===== config.mk =====
export PLATFORM = sky130hd
export DESIGN_NAME = ser_gearbox
export DESIGN_NICKNAME = d
export VERILOG_FILES = /design/src/rtl/ser_gearbox_pkg.sv /design/src/rtl/ser_lane.sv /design/src/rtl/ser_gearbox.sv
export SDC_FILE = /design/constraint.sdc
export NUM_CORES = 1
export LEC_CHECK = 0
export CORE_MARGIN = 1.5
export CORE_UTILIZATION = 57
export DETAILED_ROUTE_END_ITERATION = 6
export DONT_BUFFER_PORTS = 1
export GPL_TIMING_DRIVEN = 0
export PLACE_DENSITY = 0.78
export SYNTH_ARGS = -nofsm -noshare
export SYNTH_HDL_FRONTEND = slang
export SYNTH_SLANG_ARGS = --single-unit

===== constraint.sdc =====
create_clock -name clk -period 1.7 [get_ports clk]
set_input_delay 0.255 -clock clk [delete_from_list [all_inputs] [get_ports clk]]
set_output_delay 0.255 -clock clk [all_outputs]
set_load 0.02 [all_outputs]

===== src/rtl/ser_gearbox_pkg.sv =====
// ser_gearbox_pkg
//   Shared sizing helpers and default TMDS-style sizes for the parallel-to-serial
//   gearbox. Imported by ser_gearbox (top) and ser_lane (per-channel slice).
//
//   ratio()       : number of OUT_W slices per IN_W word (R = IN_W / OUT_W)
//   phase_width() : bits needed for a phase counter that runs 0..R-1
package ser_gearbox_pkg;

  // Default sizes match a three-lane 10-bit TMDS link serialised 2 bits/clock.
  localparam int TMDS_CHANNELS = 3;
  localparam int TMDS_IN_W     = 10;
  localparam int TMDS_OUT_W    = 2;

  // Slices per word.
  function automatic int ratio(input int in_w, input int out_w);
    return in_w / out_w;
  endfunction

  // Width of a counter spanning 0..r-1; never narrower than one bit.
  function automatic int phase_width(input int r);
    return (r <= 2) ? 1 : $clog2(r);
  endfunction

endpackage


===== src/rtl/ser_lane.sv =====
// ser_lane
//   One channel of the gearbox: an IN_W-bit shift register that is reloaded
//   with the selected word at each load point and otherwise shifts right by
//   OUT_W bits, plus the registered OUT_W-bit output slice (LSB first).
//
//   Ports:
//     clk      in   clock
//     reset    in   synchronous active-high reset
//     load_i   in   shared load strobe (phase == R-1)
//     word_i   in   word selected by the top for this channel
//     slice_o  out  registered output slice for this channel
module ser_lane
  import ser_gearbox_pkg::*;
#(
  parameter int IN_W  = TMDS_IN_W,
  parameter int OUT_W = TMDS_OUT_W
) (
  input  logic             clk,
  input  logic             reset,
  input  logic             load_i,
  input  logic [IN_W-1:0]  word_i,
  output logic [OUT_W-1:0] slice_o
);

  logic [IN_W-1:0]  shreg_q;
  logic [IN_W-1:0]  shreg_d;
  logic [OUT_W-1:0] slice_q;
  logic [OUT_W-1:0] slice_d;

  // Next slice/shift state: slice 0 comes straight from the new word so the
  // shift register only needs to hold the remaining R-1 slices.
  always_comb begin
    shreg_d = shreg_q;
    slice_d = slice_q;
    if (load_i) begin
      slice_d = word_i[OUT_W-1:0];
      shreg_d = word_i >> OUT_W;
    end else begin
      slice_d = shreg_q[OUT_W-1:0];
      shreg_d = shreg_q >> OUT_W;
    end
  end

  // Lane state registers.
  always_ff @(posedge clk) begin
    if (reset) begin
      shreg_q <= {IN_W{1'b0}};
      slice_q <= {OUT_W{1'b0}};
    end else begin
      shreg_q <= shreg_d;
      slice_q <= slice_d;
    end
  end

  assign slice_o = slice_q;

endmodule


===== src/rtl/ser_gearbox.sv =====
// ser_gearbox
//   Multi-channel parallel-to-serial gearbox. Accepts CHANNELS x IN_W-bit words
//   over valid/ready into a one-word buffer and emits OUT_W bits per channel
//   every clock, LSB first. At each load point (phase == R-1) a new word is
//   taken from the buffer, or the fill pattern is inserted when pattern_en is
//   set or the buffer is empty. Running dry after the first real word raises a
//   sticky underflow flag.
//
//   Ports:
//     clk           in   sole clock
//     reset         in   synchronous active-high reset
//     in_valid      in   input word valid
//     in_ready      out  word accepted this cycle when in_valid is also high
//     in_data       in   CHANNELS*IN_W, channel c at [c*IN_W +: IN_W]
//     pattern_en    in   force fill pattern at load points
//     pattern       in   IN_W fill word, used on every channel
//     clear_status  in   clears underflow (a simultaneous new underflow wins)
//     out_data      out  CHANNELS*OUT_W, channel c at [c*OUT_W +: OUT_W]
//     word_start    out  high while out_data carries slice 0 of a word
//     underflow     out  sticky underflow flag
module ser_gearbox
  import ser_gearbox_pkg::*;
#(
  parameter int CHANNELS = TMDS_CHANNELS,
  parameter int IN_W     = TMDS_IN_W,
  parameter int OUT_W    = TMDS_OUT_W
) (
  input  logic                      clk,
  input  logic                      reset,
  input  logic                      in_valid,
  output logic                      in_ready,
  input  logic [CHANNELS*IN_W-1:0]  in_data,
  input  logic                      pattern_en,
  input  logic [IN_W-1:0]           pattern,
  input  logic                      clear_status,
  output logic [CHANNELS*OUT_W-1:0] out_data,
  output logic                      word_start,
  output logic                      underflow
);

  localparam int R  = ratio(IN_W, OUT_W);
  localparam int PW = phase_width(R);
  localparam logic [PW-1:0] LAST_PHASE = PW'(R - 1);

  // Reject width combinations that do not divide into at least two slices.
  if (((IN_W % OUT_W) != 0) || (R < 2)) begin : g_bad_ratio
    $error("ser_gearbox: IN_W must be a multiple of OUT_W with IN_W/OUT_W >= 2");
  end

  logic [PW-1:0]            phase_q;
  logic [PW-1:0]            phase_d;
  logic                     buf_valid_q;
  logic                     buf_valid_d;
  logic [CHANNELS*IN_W-1:0] buf_data_q;
  logic [CHANNELS*IN_W-1:0] buf_data_d;
  logic                     running_q;
  logic                     running_d;
  logic                     underflow_q;
  logic                     underflow_d;
  logic                     word_start_q;
  logic                     word_start_d;

  logic load_s;
  logic consume_s;
  logic accept_s;
  logic in_ready_s;
  logic use_pattern_s;
  logic underflow_set_s;

  // Load-point decode, handshake and word-source selection.
  always_comb begin
    load_s          = (phase_q == LAST_PHASE);
    consume_s       = load_s & ~pattern_en & buf_valid_q;
    // Ready also when the buffered word leaves this edge, so a held in_valid
    // refills the buffer without a bubble.
    in_ready_s      = ~reset & (~buf_valid_q | consume_s);
    accept_s        = in_valid & in_ready_s;
    use_pattern_s   = pattern_en | ~buf_valid_q;
    // Only an empty buffer counts as underflow; a forced pattern does not.
    underflow_set_s = load_s & ~pattern_en & ~buf_valid_q & running_q;
  end

  // Next-state for phase, buffer and status.
  always_comb begin
    phase_d      = phase_q;
    buf_valid_d  = buf_valid_q;
    buf_data_d   = buf_data_q;
    running_d    = running_q | consume_s;
    underflow_d  = underflow_q;
    word_start_d = load_s;

    if (load_s) begin
      phase_d = {PW{1'b0}};
    end else begin
      phase_d = phase_q + PW'(1);
    end

    if (accept_s) begin
      buf_valid_d = 1'b1;
      buf_data_d  = in_data;
    end else if (consume_s) begin
      buf_valid_d = 1'b0;
    end else begin
      buf_valid_d = buf_valid_q;
    end

    // Set has priority over clear so a fresh underflow is never lost.
    if (underflow_set_s) begin
      underflow_d = 1'b1;
    end else if (clear_status) begin
      underflow_d = 1'b0;
    end else begin
      underflow_d = underflow_q;
    end
  end

  // Control and status registers; phase resets to R-1 so the first edge loads.
  always_ff @(posedge clk) begin
    if (reset) begin
      phase_q      <= LAST_PHASE;
      buf_valid_q  <= 1'b0;
      buf_data_q   <= {(CHANNELS*IN_W){1'b0}};
      running_q    <= 1'b0;
      underflow_q  <= 1'b0;
      word_start_q <= 1'b0;
    end else begin
      phase_q      <= phase_d;
      buf_valid_q  <= buf_valid_d;
      buf_data_q   <= buf_data_d;
      running_q    <= running_d;
      underflow_q  <= underflow_d;
      word_start_q <= word_start_d;
    end
  end

  for (genvar c = 0; c < CHANNELS; c++) begin : g_lane
    logic [IN_W-1:0] lane_word_s;

    // Per-lane word mux: fill pattern or this channel's buffered word.
    always_comb begin
      if (use_pattern_s) begin
        lane_word_s = pattern;
      end else begin
        lane_word_s = buf_data_q[c*IN_W +: IN_W];
      end
    end

    ser_lane #(
      .IN_W  (IN_W),
      .OUT_W (OUT_W)
    ) u_lane (
      .clk     (clk),
      .reset   (reset),
      .load_i  (load_s),
      .word_i  (lane_word_s),
      .slice_o (out_data[c*OUT_W +: OUT_W])
    );
  end

  assign in_ready   = in_ready_s;
  assign word_start = word_start_q;
  assign underflow  = underflow_q;

endmodule

# ---- Yosys cells after proc, flatten, opt, wreduce, memory -nomap -nowiden
# Index checks and enable logic that the tools add are counted.
dict set report totals {
  word_cells 44
  out_inout_bits 9
  regBits 73
  inputBits 45
}
dict set report op_classes {
  addsub 1
  eq_ne 1
  bitwise_logic 12
  reduce_logical 3
  muxes 14
}
# operator n
set op_table {}
lappend op_table {{$mux 10} 3}
lappend op_table {{$mux 8} 3}
lappend op_table {{$and 1x1->1} 6}
lappend op_table {{$mux 2} 3}
lappend op_table {{$mux 1} 4}
lappend op_table {{$reduce_bool 2->1} 2}
lappend op_table {{$add 3x1->3 const B} 1}
lappend op_table {{$eq 3x3->1 const B} 1}
lappend op_table {{$mux 3} 1}
lappend op_table {{$not 1->1} 3}
lappend op_table {{$or 1x1->1} 3}
lappend op_table {{$reduce_or 2->1} 1}

# ---- Longest topological paths before layout
# Gate-level depths: netlist of the first run.
dict set report depth {
  depth_word 7
  ltp_mapped 6
  mapped_depth_nobuf 5
}

# ---- By module
# A second synthesis of the first run with hierarchy kept.
dict set report hier_totals {
  hier_cells 267
  hier_area_um2 2593.7
}
# mod instances cells_each area_each_um2
set modules_own_cells {}
lappend modules_own_cells {ser_gearbox 1 177 1546.5}
lappend modules_own_cells {ser_lane 3 30 349.1}

# ---- Worst setup path after synthesis of the first run
# OpenSTA, ideal clock, no wires.
dict set report synth_timing {
  path_type {reg-to-reg}
  from {register phase_q[0]}
  to {register buf_data_q[0]}
  arrival_time_ns 1.441
  setup_slack_ns 0.202
  setup_ns 0.057
  path_stages_with_launch 7
  period_less_slack_ns 1.498
  t_required_ns 1.643
  path_buffers 1
  cell_sequence {dfxtp_1 inv_1 ha_1 and4b_1 a211oi_2 buf_6 a22o_2}
}
dict set report synth_via {
  elab_chain_len 6
}
# element line
set synth_rtl {}
lappend synth_rtl {{start, declared} ser_gearbox.sv:50} ;# logic [PW-1:0] phase_q;
lappend synth_rtl {{start signal, assigned} ser_gearbox.sv:127} ;# phase_q <= phase_d;
lappend synth_rtl {{$eq 3x3->1} ser_gearbox.sv:72} ;# load_s = (phase_q == LAST_PHASE);
lappend synth_rtl {{$and 1x1->1 (2 in series)} ser_gearbox.sv:73} ;# consume_s = load_s & ~pattern_en & buf_valid_q;
lappend synth_rtl {{$or 1x1->1} ser_gearbox.sv:76} ;# in_ready_s = ~reset & (~buf_valid_q | consume_s);
lappend synth_rtl {{$and 1x1->1} ser_gearbox.sv:76}
lappend synth_rtl {{$and 1x1->1} ser_gearbox.sv:77} ;# accept_s = in_valid & in_ready_s;
lappend synth_rtl {{end signal, assigned} ser_gearbox.sv:122} ;# buf_data_q <= {(CHANNELS*IN_W){1'b0}};
lappend synth_rtl {{end signal, assigned} ser_gearbox.sv:129} ;# buf_data_q <= buf_data_d;
lappend synth_rtl {{end, declared} ser_gearbox.sv:54} ;# logic [CHANNELS*IN_W-1:0] buf_data_q;
# No other way between the ends.
# A chain may end at the register's enable or synchronous reset.

# ---- Final worst setup path of the first run
dict set report layout_timing {
  from {register phase_q[1]}
  to {register buf_data_q[26]}
}
# Same word-level chain as after synthesis.

==> results.md, run 1 <==
- Global route overflow: 0
- Crit path max fanout: 10
- Largest net degree at the start of global routing: 12
- Mapped Nets: 275
- Leading area contributor after synthesis: dfxtp_1
- Port Buffer Count: 0
- Detailed-route via count: about 1600
- RSZ-0062 raised after global routing: false
- CP Capture Type: register
- PD cells: around 1300 mW/mm^2
- Crit path DAT: 1920 ps
- Max-Cap Viols: 0
- Syn-to-layout area delta: 11.7%
- Die Height: roughly 70 um
- DR pass1 iterations: 5
- Worst VDD drop: slightly above 0.8 mV
- Crit Path Class: register to register
- Via density: 5.60
- Initial antenna violation count: 0
- Slew Limit Fails: 0
- Starting DRT DRC Count: between 100 and 150
- Wirelength per Cell: 16.8 um
- Post-synth top area share: 55.2%
- Post-route setup TNS: 0 ps
- Async SR Flop Fraction: 0%
- Worst min path class: primary input to register
- Row Count: 23
- Critical path required time: 1980 ps
- P_leak: 1.21 nW
- Syn Std Cell Area: 0.00243 sq mm
- Commonest cells in the netlist: 67 x dfxtp_1, 33 x nand2_1, 24 x a22o_2, 24 x mux2i_1, 21 x o21ai_0
- Fin crit period: 1630 ps
- Slew HR: approximately 70%
- Placed wire-length estimate: 3210 um
- Root cell of the clock tree: clkbuf_8
- # diodes: 0
- Fin nets: 286
- Final GP Congestion: 0.814
- CTS tree: built
- Worst Clk Skew: 7.22 ps
- Share of layout cells above drive strength 1: 23.0%
- Post-synthesis cell count: 228
- Most used DFF post-synth: dfxtp_1
- Overall die area: 0.00466 sq mm
- Crit path max-delay cell type: a211oi_2
- Maximum clock insertion buffer count: 2
- Peak Freq: 612 MHz
- First-pass GRT wire length: 7710 um
- CTS clk-pin slew, worst paths: ~70 ps
- Vias in the first global route: 1532
- Post-route DRC: 0
- Wirelength, routed: 4940 um
- Critical-path cell list: inv_1 -> ha_4 -> and4b_1 -> a211oi_2 -> buf_6 -> a22o_2
- Top-count cell post-synth: dfxtp_1
- Die width: 68.3 um
- GRT Overall Usage: 23.9%
- Number of hold buffers added after cts: 0
- Combined buffer and inverter count along the critical path: 2
- I/O Pins: 54
- Final worst setup slack: 66.0 ps
- Cell family with most CP delay: compound AO/OA/AOI/OAI gates
- Worst slew pin tran: 453 ps
- Htree depth: 3
- Status: completed
- Number of flops mapped to enable cells by yosys: 0
- Post-CTS Setup Inserts: 0
- Setup violators final: 0
- Netlist cell types: 26
- Initial Util: between 50% and 60%
- Tcrit/Tclk final: 96.1%
- Yosys warns: 0
- Core ar.: 0.00406 sq mm
- Sequential share of the synthesized area: 55.2%
- Worst path max stage delay: around 370 ps
- Worst skew pair latency: 340 ps
- Critical Path Source Type: register
- Synth top area cells: dfxtp_1 55%, a22o_2 9.9%, mux2i_1 9.9%
- Antenna viol nets, final: 0
- R2r setup slk: 70 ps
- Seq cells post-synth: 67
- Fin. Hold Viols: 0
- CTS Sinks: 67
- CTS Buf Count: 9
- Pre-CTS setup slack: 39.3 ps
- Synthesized area per cell: 10.7 sq um
cells in the final DEF (no fill, tap or decap), drive strengths merged:
master / Yosys / layout
and4b: 1 / 1
dfxtp: 67 / 67
clkinvlp: 0 / 2
clkbuf: 5 / 17
or2: 1 / 1
nor2: 3 / 3
a22o: 30 / 30
nand3b: 1 / 1
a211oi: 1 / 1
and2: 2 / 2
and3b: 1 / 1
bufinv: 0 / 1
clkinv: 0 / 1
ha: 2 / 2
o21ai: 24 / 24
nand2: 33 / 33
buf: 10 / 10
nor2b: 1 / 1
a32oi: 1 / 1
a21oi: 12 / 12
inv: 6 / 6
nand2b: 2 / 2
mux2i: 24 / 24
o31ai: 1 / 1
power breakdown:
part           leakage [nW]  total, mW  internal (mW)  switching [mW]
combinational         0.568      0.373          0.163           0.210
sequential            0.550       1.81           1.72          0.0919
clock                0.0926       1.30          0.716           0.583
timing repair:
item                       in CTS  in global routing
gates resized for setup         1                  7
pin swaps                       0                  1
hold endpoints to repair        0                  0
setup endpoints to repair       1                 52
state kept, by name, indices dropped and copies added, names as in the netlist:
signal	flops
buf_valid_q	1
running_q	1
word_start	1
buf_data_q	30
phase_q	3
underflow	1
g_lane.u_lane.slice_o	6
g_lane.u_lane.shreg_q	24
cells by family (layout without fill, tap and decap cells):
family                     count (synthesis)  count (layout)  share of synthesized area, %
muxes                                     24              24                          9.89
DFF                                       67              67                          55.2
AOI/OAI and AO/OA                         69              69                          20.8
buffers and inverters                     21              37                          4.84
adders and majority gates                  2               2                          1.03
and+or+nand+nor                           45              45                          8.24
per-layer routing:
layer	global-route usage (%)	vias to the layer above	share of wire, %
li1	-	826	-
met1	31.7	748	44
met2	35.7	62	46
met3	7.73	9	7.9
met4	10.5	0	1.7
met5	0	-	0
area by class of cell:
cell class	count	area, sq um
Fill cell	301	1340
Sequential cell	67	1340
Multi-Input combinational cell	140	995
Clock buffer	12	145
Buffer	15	97.6
Tap cell	50	62.6
Clock inverter	4	50.0
Inverter	6	22.5
stage by stage:
stage	power [mW]	hold slack (ps)	util (%)	std cells	cell area [sq um]
after floorplan	2.11	372	-	228	2430
after global placement	2.19	375	61.4	278	2490
after detailed placement	2.20	383	61.4	278	2490
after CTS	3.47	29.8	66.3	294	2690
after global routing	3.63	26.7	66.9	294	2710
final	3.48	38.1	66.9	294	2710
worst register-to-register path: cells and delay by family, from the launching register on:
kind                     cells  cell delay [ps]
AO/OA/AOI/OAI                2              530
adder cells (fa/ha/maj)      1              180
buffers and inverters        2              310
flip-flops                   1              360
AND/OR/NAND/NOR              1              210
path summary, 6_finish.rpt:
path | cells after the start | start | to
worst max-delay path | 6 | phase_q[1] | buf_data_q[26]
worst min register to register | 2 | g_lane[2].u_lane.shreg_q[6] | g_lane[2].u_lane.shreg_q[4]
worst min-delay path | 1 | in_data[1] | buf_data_q[1]
worst max register to register | 6 | phase_q[1] | buf_data_q[26]
Power figures use the tool's default switching activity.
==> run 2, diff against run 1 <==
Settings changed: ABC_AREA from default to 0, CORE_MARGIN 1.5 to default.
==> results.md, run 2 (same netlist as run 1, synthesis figures left out) <==
- Antenna viol nets, final: 0
- Hold wc startpoint: in_data[8]
- Final Instance Area: approximately 0.0027 sq mm
- Largest net degree at the start of global routing: 11
- Critical path required time: 1440 ps
- Detailed-route via count: 1674
- CTS Buf Count: 9
- Worst R2R Path Depth: 6
- Setup violators final: 0
- DR pass1 iterations: 4
- Crit path DAT: 1350 ps
- Share of layout cells above drive strength 1: 22.2%
- Vias in the first global route: 1554
- Wirelength, routed: about 4900 um
- Layout Cells excl Fill: 293
- # diodes: 0
- R2R Path Start: phase_q[1]
- Worst slew pin tran: between 400 and 500 ps
- Core ar.: 0.00406 sq mm
- CTS tree: built
- First-pass GRT wire length: 7600 um
- Placed wire-length estimate: 3270 um
- Port Buffer Count: 0
- Pre-CTS setup slack: around 37 ps
- Final worst setup slack: 93.8 ps
- Worst Hold Path EP: buf_data_q[8]
- Row Count: 23
- Overall die area: 0.00453 sq mm
- Fin. Hold Viols: 0
- R2r setup slk: roughly 120 ps
- CP Capture Type: primary output
- Top reg by flops: buf_data_q
- Crit path launch: phase_q[0]
- Area after DPL: 0.00249 sq mm
- GRT Overall Usage: 24.0%
- Die Height: 67.3 um
- Worst r2r dst: buf_data_q[2]
- Cells after DPL: ~280
- Max reg flops: 30
- Worst VDD drop: 0.705 mV
- Die width: just under 70 um
- Via density: 5.71
- Htree depth: 3
- PD cells: about 1300 mW/mm^2
- Peak Freq: just over 600 MHz
- Fin nets: 286
- Crit path max fanout: 6
- WHS: approximately 47 ps
- Initial antenna violation count: 0
- Starting DRT DRC Count: 118
- Maximum clock insertion buffer count: 2
- Worst Clk Skew: roughly 3.1 ps
- Crit Path Class: register to primary output
- Critical Path Source Type: register
- Syn-to-layout area delta: 12.7%
- Worst min path class: primary input to register
- CTS Sinks: 67
- Wirelength per Cell: 16.7 um
- CTS clk-pin slew, worst paths: 70 ps
- Post-route setup TNS: 0 ps
- Worst skew pair latency: 330 ps
- Number of hold buffers added after cts: 0
- Initial Util: 59.9%
- I/O Pins: 54
- Max-Cap Viols: 0
- Status: completed
- P_leak: 1.22 nW
- Root cell of the clock tree: clkbuf_8
- RSZ-0062 raised after global routing: false
- Tcrit/Tclk final: 94.5%
- Slew Limit Fails: 0
- Post-route DRC: 0
- Global route overflow: 0
- Commonest non-fill, non-tap cells in the layout: 67 x dfxtp_1, 33 x nand2_1, 24 x a22o_2, 24 x mux2i_1, 20 x o21ai_0
- WHS Path Cells: 1
- Slew HR: a little under three quarters
- Final GP Congestion: 0.805
- Commonest non-fill, non-tap cell in the layout: dfxtp_1
- Fin crit period: about 1600 ps
-- run 2: worst max-delay path by stage --
stage,end,slack [ps],depth (start not counted)
3_3_place_gp,g_lane[2].u_lane.shreg_q[2],60,6
4_1_cts,buf_data_q[2],4,6
6_report,in_ready,90,4
2_1_floorplan,buf_data_q[0],200,6
5_1_grt,in_ready,30,4
3_5_place_dp,g_lane[2].u_lane.shreg_q[2],40,6
-- run 2: final cells by class --
cell class | count | area, sq um
sequential | 67 | 1340
fill | 311 | 1320
multi-input combinational | 140 | 1000
clock buffer | 13 | 149
buffer | 15 | 100
tap | 50 | 62.6
clock inverter | 2 | 60.1
inverter | 6 | 22.5
-- run 2: layer usage --
| metal | GRT usage [%] | share of wire (%) |
|---|---|---|
| met3 | 5.74 | 6.1 |
| met4 | 12.5 | 1.4 |
| met5 | 0 | 0 |
| met2 | 35.8 | 48 |
| met1 | 32.1 | 45 |
-- run 2: stage by stage --
stage / total power [mW] / utilization, %
2_1_floorplan: 2.11 / -
3_3_place_gp: 2.19 / 61.4
3_5_place_dp: 2.20 / 61.4
4_1_cts: 3.58 / 66.7
5_1_grt: 3.74 / 67.5
6_report: 3.60 / 67.5
-- run 2: timing repair --
action                                  in CTS  in global routing
endpoints found under the setup margin       1                 52
pin swaps                                    0                  1
resized for setup                            1                 10
setup buffers                                0                  0
-- run 2: worst max-delay path, cell delays in order (launching register included) --
cell,delay (ps)
dfxtp_1,320
inv_1,110
ha_4,190
nand3b_1,170
a21oi_4,240
-- run 2: power by group --
part	internal (mW)	total [mW]	leakage [nW]	switching, mW
logic	0.167	0.381	0.568	0.213
registers	1.72	1.81	0.550	0.0924
clock network	0.861	1.40	0.104	0.544
total	2.75	3.60	1.22	0.849
==> run 3, diff against run 2 <==
Settings changed: CORE_UTILIZATION 57 to 50, DONT_BUFFER_PORTS 1 to default, PLACE_DENSITY 0.78 to 0.76, SYNTH_HIERARCHICAL from default to 1.
==> results.md, run 3 <==
- Status: completed
- Htree depth: 3
- Clk pwr share: a little over a third
- Detailed-route via count: between 2000 and 2500
- CP Depth: 8
- Fin nets: 380
- DR pass1 iterations: 4
- Synth Area in Compound Gates: 12.7%
- Worst VDD drop: 0.599 mV
- Tcrit/Tclk final: 96.1%
- Post-Synth Adder-Cell Area: 0.965%
- Crit Path Class: register to register
- Number of flops mapped to enable cells by yosys: 0
- Sw Pwr: 981 uW
- Post-synthesis simple-gate area fraction: 19.2%
- Area after DPL: about 0.0032 sq mm
- Port Buffer Count: between 50 and 60
- WHS Path Cells: 2
- Final GP Congestion: 0.778
- Row Count: 25
- Worst skew pair latency: 340 ps
- Peak Freq: 612 MHz
- Post-route DRC: 0
- Post-synthesis cell count: 267
- Die width: 74.0 um
- CP Capture Type: register
- GRT Overall Usage: roughly a quarter
- Async SR Flop Fraction: 0%
- Main combinational cell family by area after synthesis: simple AND/OR/NAND/NOR gates
- First-pass GRT wire length: 9570 um
- Share of layout cells above drive strength 1: between 10% and 20%
- Antenna viol nets, final: 0
- Max-Cap Viols: 0
- Post-route total power: 3.93 mW
- Max reg flops: 30
- R2R Path Start: phase_q[0]
- Sequential share of the synthesized area: between 50% and 60%
- Synthesized area per cell: 9.71 sq um
- CTS tree: built
- Layout Cells excl Fill: 404
- Crit path launch: phase_q[0]
- CTS clk-pin slew, worst paths: 70 ps
- Critical Path End: buf_data_q[22]
- Worst min path class: primary input to register
- Fin. Hold Viols: 0
- WHS: 156 ps
- Crit path max-delay cell type: dfxtp_2
- Vias in the first global route: 1955
- Final Instance Area: 0.00344 sq mm
- Worst R2R Path Depth: 8
- Initial antenna violation count: 0
- Top-count cell post-synth: nand2_1
- # diodes: 0
- Critical path required time: ~2000 ps
- Commonest non-fill, non-tap cells in the layout: 70 x nand2_1, 66 x dfxtp_1, 51 x clkdlybuf4s50_1
- Crit path DAT: approximately 1900 ps
- Global route overflow: 0
- Wirelength per Cell: between 10 and 15 um
- Die Height: about 74 um
- R2r setup slk: 70 ps
- Pre-CTS setup slack: -266 ps
- Root cell of the clock tree: clkbuf_8
- Sequential Power Share: 45.3%
- Critical-path cell list: inv_1 -> ha_2 -> and2_4 -> buf_6 -> a221oi_4 -> buf_4 -> clkbuf_4 -> a22o_1
- Worst slew pin tran: roughly 470 ps
- Slew Limit Fails: 0
- Crit path max fanout: 7
- Largest net degree at the start of global routing: 11
- Core ar.: 0.00485 sq mm
- Final core occ: 70.9%
- Commonest non-fill, non-tap cell in the layout: nand2_1
- Seq cells post-synth: 67
- Pint: 2.94 mW
- Comb pwr share: 19.0%
- Sw frac: roughly a quarter
- Yosys warns: 6
- Number of hold buffers added after cts: 0
- Final worst setup slack: 66.0 ps
- Post-route setup TNS: 0 ps
- Most used DFF post-synth: dfxtp_1
- Netlist cell types: 24
- Commonest cells in the netlist: 70 x nand2_1, 67 x dfxtp_1, 30 x a22o_1, 27 x nor2_1, 24 x mux2i_1
- Slew HR: between 60 and 70%
- Mapped Nets: roughly 310
- Wirelength, routed: 6000 um
- Placed wire-length estimate: 3980 um
- Post-synth top area share: 51.7%
- Leading area contributor after synthesis: dfxtp_1
- Via density: slightly above 5
- Post-Synth XOR/XNOR Area: 0%
- Syn Std Cell Area: 0.00259 sq mm
- Cells after DPL: 386
- Synth top area cells: dfxtp_1 52%, a22o_1 10%, nand2_1 10%
- Top reg by flops: buf_data_q
- PD cells: 1140 mW/mm^2
- Setup violators final: 0
- P_leak: 1.54 nW
- CTS Sinks: 67
- Worst r2r dst: buf_data_q[22]
- Maximum clock insertion buffer count: 2
- Syn-to-layout area delta: 32.6%
- CTS Buf Count: 9
- Combined buffer and inverter count along the critical path: 4
- Fin crit period: approximately 1600 ps
- I/O Pins: 54
- Worst path max stage delay: around 350 ps
- Starting DRT DRC Count: 121
- Cell family with most CP delay: buffers and inverters
- Critical Path Source Type: register
- Worst Clk Skew: 8.33 ps
- Overall die area: 0.00548 sq mm
- Initial Util: 53.5%
- Mux share of post-synthesis cell area: a little under a tenth
-- run 3: routing by layer --
metal / wire length [um] / global-route usage, %
met4: 55 / 11.1
met3: 511 / 7.05
met1: 2770 / 31.4
met5: 0 / 0
met2: 2670 / 37.2
-- run 3: final cells by class --
type | instances | area (sq um)
Buffer | 18 | 140
Clock buffer | 14 | 183
Clock inverter | 1 | 30.0
Fill cell | 377 | 1410
Inverter | 5 | 18.8
Multi-Input combinational cell | 177 | 1100
Sequential cell | 67 | 1340
Tap cell | 67 | 83.8
Timing Repair Buffer | 55 | 544
-- run 3: cell families (layout without fill, tap and decap cells) --
group                    Yosys count  count (layout)
flip-flops                        67              67
multiplexers                      24              24
AO/OA/AOI/OAI                     38              38
buffers and inverters             23              93
adder cells (fa/ha/maj)            2               2
AND/OR/NAND/NOR                  113             113
-- run 3: worst min-delay path by stage --
stage | startpoint | endpoint | slack [ps]
5_1_grt | reset | g_lane[0].u_lane/shreg_q[4] | 160
6_report | reset | g_lane[0].u_lane/shreg_q[5] | 160
4_1_cts | reset | g_lane[0].u_lane/shreg_q[4] | 150
2_1_floorplan | in_valid | buf_valid_q | 370
3_3_place_gp | phase_q[0] | phase_q[0] | 440
3_5_place_dp | g_lane[2].u_lane/shreg_q[7] | g_lane[2].u_lane/shreg_q[5] | 450
-- run 3: power by group through the flow --
| stage | clock, mW | combinational (mW) | sequential (mW) |
|---|---|---|---|
| 6_report | 1.40 | 0.745 | 1.78 |
| 5_1_grt | 1.49 | 0.808 | 1.80 |
| 4_1_cts | 1.41 | 0.728 | 1.78 |
| 3_5_place_dp | 0 | 0.723 | 1.81 |
| 3_3_place_gp | 0 | 0.709 | 1.81 |
| 2_1_floorplan | 0 | 0.460 | 1.82 |
-- run 3: what timing repair did --
action	in CTS	in global routing
pin swaps	0	2
resized for setup	4	5
setup buffers	0	2
gates cloned	0	1
setup endpoints to repair	1	31
